`config.mk`:
```
export PLATFORM = sky130hd
export DESIGN_NAME = scan_chain_ctrl_flat
export DESIGN_NICKNAME = d
export VERILOG_FILES = /design/src/rtl/scan_chain_if.sv /design/src/rtl/scan_chain_ctrl.sv /design/src/flat_wrapper.sv
export SDC_FILE = /design/constraint.sdc
export NUM_CORES = 1
export LEC_CHECK = 0
export BUFFER_PORTS_ARGS = -buffer_cell sky130_fd_sc_hd__buf_4
export CAP_MARGIN = 20
export CELL_PAD_IN_SITES_DETAIL_PLACEMENT = 1
export CELL_PAD_IN_SITES_GLOBAL_PLACEMENT = 1
export CORE_ASPECT_RATIO = 0.75
export CORE_MARGIN = 5
export CORE_UTILIZATION = 25
export CTS_CLUSTER_SIZE = 30
export DETAILED_ROUTE_END_ITERATION = 8
export PLACE_DENSITY = 0.53
export SLEW_MARGIN = 0
export SYNTH_ARGS = -nofsm -noshare
export SYNTH_HDL_FRONTEND = slang
export SYNTH_SLANG_ARGS = --single-unit
```
`constraint.sdc`:
```
create_clock -name clk -period 1.9 [get_ports clk]
set_input_delay 0 -clock clk [delete_from_list [all_inputs] [get_ports clk]]
set_output_delay 0 -clock clk [all_outputs]
set_load 0.03 [all_outputs]
```
`src/rtl/scan_chain_if.sv`:
```
`default_nettype none
// +------------------------------------------------------------------+
// | Module   : scan_chain_if                                         |
// | Purpose  : command/response handshake bundle for scan_chain_ctrl |
// |            (pattern in, captured chain contents out)             |
// | Revision : 1.0  initial release                                  |
// +------------------------------------------------------------------+
interface scan_chain_if #(
   parameter int CHAIN_LEN = 32
);
   logic                 cmd_valid;
   logic                 cmd_ready;
   logic [CHAIN_LEN-1:0] cmd_data;
   logic [7:0]           cmd_cap_cycles;
   logic                 rsp_valid;
   logic                 rsp_ready;
   logic [CHAIN_LEN-1:0] rsp_data;

   // Side that issues patterns and consumes responses
   modport master (
      output cmd_valid, cmd_data, cmd_cap_cycles, rsp_ready,
      input  cmd_ready, rsp_valid, rsp_data
   );

   // Scan controller side
   modport slave (
      input  cmd_valid, cmd_data, cmd_cap_cycles, rsp_ready,
      output cmd_ready, rsp_valid, rsp_data
   );
endinterface
`default_nettype wire

```
`src/rtl/scan_chain_ctrl.sv`:
```
`default_nettype none
// +------------------------------------------------------------------+
// | Module   : scan_chain_ctrl                                       |
// | Purpose  : drives scan_en/scan_in of a scan-instrumented core,   |
// |            shifts a CHAIN_LEN-bit pattern in while capturing the |
// |            previous chain contents from scan_out.                |
// | Options  : SCAN_CAPTURE_EN - when defined, holds scan_en low for |
// |            cmd_cap_cycles functional cycles after each shift.    |
// | Revision : 1.0  initial release                                  |
// +------------------------------------------------------------------+
module scan_chain_ctrl #(
   parameter int CHAIN_LEN = 32,
   parameter int CNT_W     = $clog2(CHAIN_LEN + 1)
) (
   input  wire logic   clk,
   input  wire logic   rst,
   scan_chain_if.slave bus,
   output logic        busy,
   output logic        scan_en,
   output logic        scan_in,
   input  wire logic   scan_out
);

   typedef enum logic [1:0] {
      S_IDLE    = 2'd0,
      S_SHIFT   = 2'd1,
      S_CAPTURE = 2'd2,
      S_RESP    = 2'd3
   } state_t;

   state_t               state;
   state_t               state_nxt;
   logic [CHAIN_LEN-1:0] sh_in;
   logic [CHAIN_LEN-1:0] sh_out;
   logic [CHAIN_LEN-1:0] sh_out_nxt;
   logic [CNT_W-1:0]     cnt;
   logic                 accept;
   logic                 shift_last;

`ifdef SCAN_CAPTURE_EN
   logic [7:0]           cap_cnt;
`else
   // Capture length is meaningless without the CAPTURE state
   logic                 unused_cap_cycles;
   assign unused_cap_cycles = ^bus.cmd_cap_cycles;
`endif

   assign accept        = (state == S_IDLE) && bus.cmd_valid;
   assign shift_last    = (cnt == CNT_W'(CHAIN_LEN - 1));
   // Tail bit enters at the MSB so the first sampled bit ends at bit 0
   assign sh_out_nxt    = {scan_out, sh_out[CHAIN_LEN-1:1]};
   // sh_in is zero outside an active shift, so scan_in idles low
   assign scan_in       = sh_in[0];
   assign bus.cmd_ready = (state == S_IDLE);
   assign busy          = (state != S_IDLE);

   // State register
   always_ff @(posedge clk) begin
      if (rst) state <= S_IDLE;
      else     state <= state_nxt;
   end

   // Next-state decode
   always_comb begin
      state_nxt = state;
      case (state)
         S_IDLE: begin
            if (bus.cmd_valid) state_nxt = S_SHIFT;
         end
         S_SHIFT: begin
            if (shift_last) begin
`ifdef SCAN_CAPTURE_EN
               state_nxt = (cap_cnt != 8'd0) ? S_CAPTURE : S_RESP;
`else
               state_nxt = S_RESP;
`endif
            end
         end
         S_CAPTURE: begin
`ifdef SCAN_CAPTURE_EN
            if (cap_cnt == 8'd1) state_nxt = S_RESP;
`else
            state_nxt = S_IDLE;
`endif
         end
         S_RESP: begin
            if (bus.rsp_ready) state_nxt = S_IDLE;
         end
         default: state_nxt = S_IDLE;
      endcase
   end

   // Shift datapath: pattern out, chain contents in, edge counter
   always_ff @(posedge clk) begin
      if (rst) begin
         sh_in  <= '0;
         sh_out <= '0;
         cnt    <= '0;
      end else if (accept) begin
         sh_in  <= bus.cmd_data;
         sh_out <= '0;
         cnt    <= '0;
      end else if (state == S_SHIFT) begin
         sh_in  <= sh_in >> 1;
         sh_out <= sh_out_nxt;
         cnt    <= cnt + CNT_W'(1);
      end
   end

`ifdef SCAN_CAPTURE_EN
   // Functional-cycle countdown between shift and response
   always_ff @(posedge clk) begin
      if (rst)                     cap_cnt <= 8'd0;
      else if (accept)             cap_cnt <= bus.cmd_cap_cycles;
      else if (state == S_CAPTURE) cap_cnt <= cap_cnt - 8'd1;
   end
`endif

   // Registered outputs, derived from the upcoming state
   always_ff @(posedge clk) begin
      if (rst) begin
         scan_en       <= 1'b0;
         bus.rsp_valid <= 1'b0;
         bus.rsp_data  <= '0;
      end else begin
         scan_en       <= (state_nxt == S_SHIFT);
         bus.rsp_valid <= (state_nxt == S_RESP);
         if (state == S_SHIFT && state_nxt == S_RESP)
            bus.rsp_data <= sh_out_nxt;
         else if (state == S_CAPTURE && state_nxt == S_RESP)
            bus.rsp_data <= sh_out;
      end
   end

endmodule
`default_nettype wire
```
`src/flat_wrapper.sv`:
```
// flat-port wrapper written by rule: the top's interface ports become plain ports
module scan_chain_ctrl_flat 
#(
   parameter int CHAIN_LEN = 32,
   parameter int CNT_W     = $clog2(CHAIN_LEN + 1)
)
  (clk, rst, busy, scan_en, scan_in, scan_out, bus_cmd_valid, bus_cmd_data, bus_cmd_cap_cycles, bus_rsp_ready, bus_cmd_ready, bus_rsp_valid, bus_rsp_data);
  scan_chain_if #(.CHAIN_LEN(CHAIN_LEN)) bus_i ();
  input  wire logic clk;
  input  wire logic rst;
  output logic busy;
  output logic scan_en;
  output logic scan_in;
  input  wire logic scan_out;
  input wire logic [$bits(bus_i.cmd_valid)-1:0] bus_cmd_valid;
  input wire logic [$bits(bus_i.cmd_data)-1:0] bus_cmd_data;
  input wire logic [$bits(bus_i.cmd_cap_cycles)-1:0] bus_cmd_cap_cycles;
  input wire logic [$bits(bus_i.rsp_ready)-1:0] bus_rsp_ready;
  output wire logic [$bits(bus_i.cmd_ready)-1:0] bus_cmd_ready;
  output wire logic [$bits(bus_i.rsp_valid)-1:0] bus_rsp_valid;
  output wire logic [$bits(bus_i.rsp_data)-1:0] bus_rsp_data;
  assign bus_i.cmd_valid = bus_cmd_valid;
  assign bus_i.cmd_data = bus_cmd_data;
  assign bus_i.cmd_cap_cycles = bus_cmd_cap_cycles;
  assign bus_i.rsp_ready = bus_rsp_ready;
  assign bus_cmd_ready = bus_i.cmd_ready;
  assign bus_rsp_valid = bus_i.rsp_valid;
  assign bus_rsp_data = bus_i.rsp_data;
  scan_chain_ctrl #(.CHAIN_LEN(CHAIN_LEN), .CNT_W(CNT_W)) u_core (.clk(clk), .rst(rst), .bus(bus_i), .busy(busy), .scan_en(scan_en), .scan_in(scan_in), .scan_out(scan_out));
endmodule
```
==> flow_summary.yaml, run 1 <==
status:
  outcome: "completed"
timing:
  finalMaxSlewViolations: 0
  period_share_pct: 83.6
  clock.fmax_ghz: 0.630
  setup_viol: 0
  fin_skew_ns: 0.00896
  fin_tns_setup_ns: 0
  finalHoldViolCount: 0
  min_period_ns: 1.59
  worstMarginPinSlew_ns: 0.415
  rsz0062_at_grt: "false"
  slew_headroom_pct: 72.3
synthesis:
  yosys_warnings: 0
  ys_seq_area_share_pct: 49.7
  ys_types: 30
  syn_inst: 469
  syn_avg_cell_area_um2: 9.02
  synth_nets: 515
  syn_area_um2: 4230
  synth_edf_count: 0
  ys.flop_type: "dfxtp_1"
  ys_ff_latch: 105
  synthArstFlopShare_pct: 0
power_and_ir_drop:
  power.internal_mw: 3.48
  vdd_ir_drop_max_v: 0.000384
  power_frac_seq_pct: 50.5
  p_sw_share_pct: 24.0
  p_per_area_nw_per_um2: 855
  p_clk_share_pct: 40.3
  combPwrFrac_pct: 9.2
  p_sw_mw: 1.10
  p_leak_nw: 1.91
floorplan:
  num_io_pins: 82
  start_util_pct: 25.3
  rows: 41
  die_h_um: 123
  dieArea_um2: 19600
  die_w_um: 160
  coreArea_um2: 16700
global_routing:
  globalRouteMet3Util_pct: 2.95
  grt_pass1_wl_mm: 17.9
  globalRouteMet1Util_pct: 14.6
  grt_overflow: 0
  grt_pass1_vias: 3419
  busiest_layer: "met2"
  use_met2_pct: 18.2
  grt_antenna_before_repair: 0
  grt_max_degree: 47
  gr-usage-all-layers_pct: 11.2
critical_path:
  critPathCaptureType: "register"
  worstSetupPathType: "register to register"
  r2r_cells: 5
  path_max_fanout: 19
  reg2reg_slack_ns: 0.31
  crit_path_start_kind: "register"
  crit_chain: "ha_1 -> nand3b_4 -> nor3_4 -> buf_4 -> mux2i_1"
  cp_data_arrival_time_ns: 1.86
  path_delay_family: "flip-flops"
  reg2reg_to: "u_core.bus.rsp_data[9]"
  critical_path.slowest_cell: "dfxtp_1"
  timing.rr.start: "u_core.cnt[0]"
  cp_num_buf_inv: 1
  max_stage_delay_ns: 0.37
  worstPathRequired_ns: 2.17
clocking:
  clockBufferDepth: 2
  cts.sinks: 105
  cts_tree: "yes"
  insertion_delay_ns: 0.35
  clk_pin_slew_ns: 0.07
  cts_buffers: 9
  ctsResizeCount: 0
  cts_root_buf: "clkbuf_16"
  cts-htree-levels: 3
route:
  drt_wl_total_mm: 10.8
  viasPerCell: 4.52
  remaining_drc_errors: 0
  drt_iter0_drc: 153
  wire_per_inst_um: 14.3
  via_count: 3420
  ant_nets: 0
  first_pass_iters: 4
placed_design:
  post-dp-hpwl_mm: 6.95
  place_inst: 729
  io_buffers: 73
  gp_congestion: 0.699
layout:
  syn_to_final_growth_pct: 26.6
  final_cells: 757
  layout-drive-gt1-share_pct: 19.0
  final_cell_mix: "105 x dfxtp_1, 83 x buf_4, 67 x nand2b_1"
  nets: 584
  layout_commonest_cell: "dfxtp_1"
  antenna_cells: 0
hold_path:
  hold_start: "bus_cmd_data[17]"
  hold_path_class: "input pin to register"
  whs_path_depth: 3
  min_to: "u_core.sh_in[17]"
run:
  drv_cap: 0
==> per-stage QoR <==
step	cell area, um2	hold slack [ns]	power [mW]	util, %	setup slack, ns
finish	5360	0.0175	4.58	32.0	0.312
global route	5360	0.00368	4.79	32.0	0.179
CTS	5360	0.0000940	4.67	32.0	0.277
detailed placement	4940	0.274	2.77	29.5	0.301
global placement	4940	0.261	2.75	29.5	0.360
floorplan	4230	0.136	2.62	-	0.508
==> layer usage <==
metal / vias up / part of all wire [%]
met4: 0 / 1.4
met5: - / 0
met3: 10 / 3.3
met1: 1632 / 48
li1: 1730 / -
met2: 48 / 47
==> power groups by stage <==
stage	registers, mW	clock network (mW)	logic (mW)
finish	2.31	1.85	0.419
global route	2.32	2.00	0.465
CTS	2.31	1.93	0.426
detailed placement	2.37	0	0.402
global placement	2.36	0	0.391
floorplan	2.36	0	0.266
==> cell usage after synthesis (2+ instances only) <==
| library cell | n | share of area, % |
|---|---|---|
| nand2_1 | 66 | 5.9 |
| a211oi_1 | 31 | 5.5 |
| o22ai_1 | 31 | 4.6 |
| nor2_1 | 34 | 3.0 |
| mux2i_1 | 32 | 7.6 |
| inv_1 | 4 | 0.35 |
| clkbuf_1 | 13 | 1.2 |
| dfxtp_1 | 105 | 50 |
| a21oi_1 | 38 | 4.5 |
| o21ai_0 | 3 | 0.35 |
| or3_1 | 4 | 0.59 |
| buf_4 | 3 | 0.53 |
| buf_6 | 3 | 0.80 |
| nand2b_1 | 67 | 9.9 |
| xnor2_1 | 2 | 0.41 |
| buf_2 | 19 | 2.2 |
==> logic make-up after synthesis <==
family,count (synthesis),synth area share [%]
adder cells (fa/ha/maj),1,0.296
buffers and inverters,43,5.18
XOR/XNOR,2,0.414
AND/OR/NAND/NOR,180,21.3
flip-flops,105,49.7
multiplexers,32,7.57
AO/OA/AOI/OAI,106,15.5
==> area by class of cell <==
type	count	area, um2
clock buffers	10	229
inverters	4	15.0
multi-input cells	321	1910
fillers	1922	11400
well taps	215	269
clock inverters	5	56.3
flip-flops and latches	105	2100
repair buffers	97	773
==> worst max-delay path by stage <==
stage,from,to,slack [ns],cells past startpoint
2_1_floorplan,u_core.cnt[0],u_core.bus.rsp_data[0],0.51,5
3_3_place_gp,u_core.cnt[0],u_core.bus.rsp_data[21],0.36,5
3_5_place_dp,u_core.cnt[0],u_core.bus.rsp_data[15],0.30,5
4_1_cts,u_core.cnt[0],u_core.bus.rsp_data[15],0.28,5
5_1_grt,u_core.cnt[0],u_core.bus.rsp_data[12],0.18,5
6_report,u_core.cnt[0],u_core.bus.rsp_data[9],0.31,5
==> sequential cells by signal, summed over array words and instances (netlist names) <==
name,flops
u_core.bus.rsp_data,32
u_core.bus.rsp_valid,1
u_core.cnt,6
u_core.scan_en,1
u_core.sh_in,32
u_core.sh_out,31
u_core.state,2
==> tightest hold or removal path, stage by stage <==
cell and delay, ns:
buf_4 0.11, o22ai_1 0.12, a211oi_1 0.08
==> timing repair <==
action                                 4_1_cts  5_1_grt
hold buffers                                13        0
buffers inserted                             0        0
endpoints found under the hold margin       14        0
No activity file was read; power rests on OpenSTA's default activity.
==> run 2: changes to the inputs <==
--- a/config.mk
+++ b/config.mk
@@ -14,7 +14,7 @@
 export CORE_UTILIZATION = 25
 export CTS_CLUSTER_SIZE = 30
 export DETAILED_ROUTE_END_ITERATION = 8
-export PLACE_DENSITY = 0.53
+export PLACE_DENSITY = 0.55
 export SLEW_MARGIN = 0
 export SYNTH_ARGS = -nofsm -noshare
 export SYNTH_HDL_FRONTEND = slang
==> constraint.sdc (replaced) <==
create_clock -name clk -period 1.45 [get_ports clk]
set_input_delay 0 -clock clk [delete_from_list [all_inputs] [get_ports clk]]
set_output_delay 0 -clock clk [all_outputs]
set_load 0.03 [all_outputs]
==> run 2 against run 1 <==
Die area stayed put. Worst hold slack got worse by 0.0053 ns. Global-route usage increased by 0.57 points. Combinational power is 54% higher. Sequential power is 31% higher. Critical endpoint is now u_core.scan_en.
==> flow_summary.yaml, run 2 (same netlist as run 1, synthesis figures left out) <==
critical_path:
  path_max_fanout: 4
  path_delay_family: "simple AND/OR/NAND/NOR gates"
  worstSetupPathType: "register to register"
  crit_path_start_kind: "register"
  critPathCaptureType: "register"
  critical_path.slowest_cell: "or3_4"
  cp_data_arrival_time_ns: 1.64
  cp_num_buf_inv: 1
  max_stage_delay_ns: 0.37
  crit_chain: "ha_4 -> nand3b_4 -> buf_4 -> or3_4 -> and3_1"
  worstPathRequired_ns: 1.70
layout:
  syn_to_final_growth_pct: 36.8
  multi_input_area_um2: 1940
  reg.largest.list: "u_core.bus.rsp_data: 32 flops, u_core.sh_in: 32 flops, u_core.sh_out: 31 flops"
  final_cell_mix: "99 x dfxtp_1, 83 x buf_4, 67 x nand2b_1"
  layout_commonest_cell: "dfxtp_1"
  seqCellArea_um2: 2110
  layout-drive-gt1-share_pct: 22.6
  fillers: 1910
  final_cells: 782
  nets: 608
  antenna_cells: 0
placed_design:
  place_inst: 732
  post-dp-hpwl_mm: 6.90
  gp_congestion: 0.695
  place_ws_ns: -0.0572
  io_buffers: 73
power_and_ir_drop:
  power.internal_mw: 4.72
  power_frac_seq_pct: 48.6
  p_per_area_nw_per_um2: 1080
  p_leak_nw: 2.10
  vdd_ir_drop_max_v: 0.000441
  p_clk_share_pct: 41.1
  combPwrFrac_pct: 10.3
  p_sw_mw: 1.52
  p_sw_share_pct: 24.3
floorplan:
  coreArea_um2: 16700
  start_util_pct: 25.3
  rows: 41
  dieArea_um2: 19600
  die_w_um: 160
  die_h_um: 123
  num_io_pins: 82
route:
  remaining_drc_errors: 0
  drt_iter0_drc: 203
  ant_nets: 0
  wire_per_inst_um: 14.4
  first_pass_iters: 4
  via_count: 3529
  drt_wl_total_mm: 11.3
  viasPerCell: 4.51
clocking:
  cts_root_buf: "clkbuf_16"
  clk_pin_slew_ns: 0.07
  cts_tree: "yes"
  cts_buffers: 9
  insertion_delay_ns: 0.35
  cts-htree-levels: 3
  cts.sinks: 105
  clockBufferDepth: 2
run:
  drv_cap: 0
hold_path:
  hold_path_class: "input pin to register"
timing:
  clock.fmax_ghz: 0.722
  worstMarginPinSlew_ns: 0.326
  fin_skew_ns: 0.00824
  finalHoldViolCount: 0
  finalMaxSlewViolations: 0
  setup_slack_ns: 0.0648
  setup_viol: 0
  fin_tns_setup_ns: 0
  rsz0062_at_grt: "false"
  period_share_pct: 95.5
  slew_headroom_pct: 78.3
  min_period_ns: 1.39
status:
  outcome: "completed"
global_routing:
  grt_antenna_before_repair: 0
  grt_pass1_wl_mm: 18.8
  grt_max_degree: 38
  gr-usage-all-layers_pct: 11.8
  grt_pass1_vias: 3607
  grt_overflow: 0
==> run 2: cell count changes in the layout (fill, tap and decap cells not counted), sizes merged <==
cell	change
dlygate4sd3	+13
inv	+1
clkinv	+1
buf	+10
clkbuf	+1
clkinvlp	-1
==> run 2: metal layers <==
| layer | global-route usage (%) | part of all wire, % | routed length (um) | vias up |
|---|---|---|---|---|
| met5 | 0 | 0 | 0 | - |
| met4 | 4.03 | 1.5 | 173 | 0 |
| met3 | 3.02 | 3.4 | 380 | 14 |
| met2 | 19.1 | 46 | 5180 | 51 |
| met1 | 15.4 | 49 | 5540 | 1681 |
| li1 | - | - | - | 1783 |
==> run 2: worst paths after layout <==
| kind | from | cells past startpoint | to | slack (ns) |
|---|---|---|---|---|
| setup / recovery | u_core.cnt[1] | 5 | u_core.scan_en | 0.06 |
| hold reg to reg | u_core.sh_out[1] | 2 | u_core.sh_out[1] | 0.46 |
| setup reg to reg | u_core.cnt[1] | 5 | u_core.scan_en | 0.06 |
| hold / removal | bus_cmd_data[15] | 3 | u_core.sh_in[15] | 0.01 |
==> run 2: area by class of cell <==
class / count / share of cell area [%]
clock inverter: 6 / 1.28
sequential: 105 / 36.5
timing repair buffer: 121 / 19.6
inverter: 4 / 0.260
multi-input combinational: 321 / 33.6
tap: 215 / 4.65
clock buffer: 10 / 4.13
==> run 2: repair_timing <==
| action | CTS | global route |
|---|---|---|
| hold buffers | 26 | 0 |
| setup buffers | 5 | 2 |
| resized for setup | 9 | 10 |
| endpoints found under the hold margin | 28 | 0 |
| gates cloned | 2 | 1 |
| endpoints found under the setup margin | 34 | 37 |
| pin swaps | 2 | 1 |
==> run 2: through the flow <==
step | total power, mW | utilization, % | instance area [um2] | hold slack, ns
3_3_place_gp | 3.65 | 30.1 | 5040 | 0.259
2_1_floorplan | 3.44 | - | 4230 | 0.136
4_1_cts | 6.33 | 34.5 | 5770 | 0.00103
5_1_grt | 6.52 | 34.6 | 5790 | 0.0171
3_5_place_dp | 3.67 | 30.1 | 5040 | 0.268
6_report | 6.23 | 34.6 | 5790 | 0.0122
==> run 2: power groups by stage <==
stage,sequential [mW],clock (mW),combinational [mW]
global route,3.04,2.77,0.710
finish,3.03,2.56,0.645
CTS,3.03,2.66,0.633
detailed placement,3.09,0,0.574
floorplan,3.09,0,0.348
global placement,3.09,0,0.561
==> run 2: worst register-to-register path: stages (launching register included) <==
cell,delay (ns)
dfxtp_2,0.36
ha_4,0.14
nand3b_4,0.09
buf_4,0.16
or3_4,0.38
and3_1,0.16
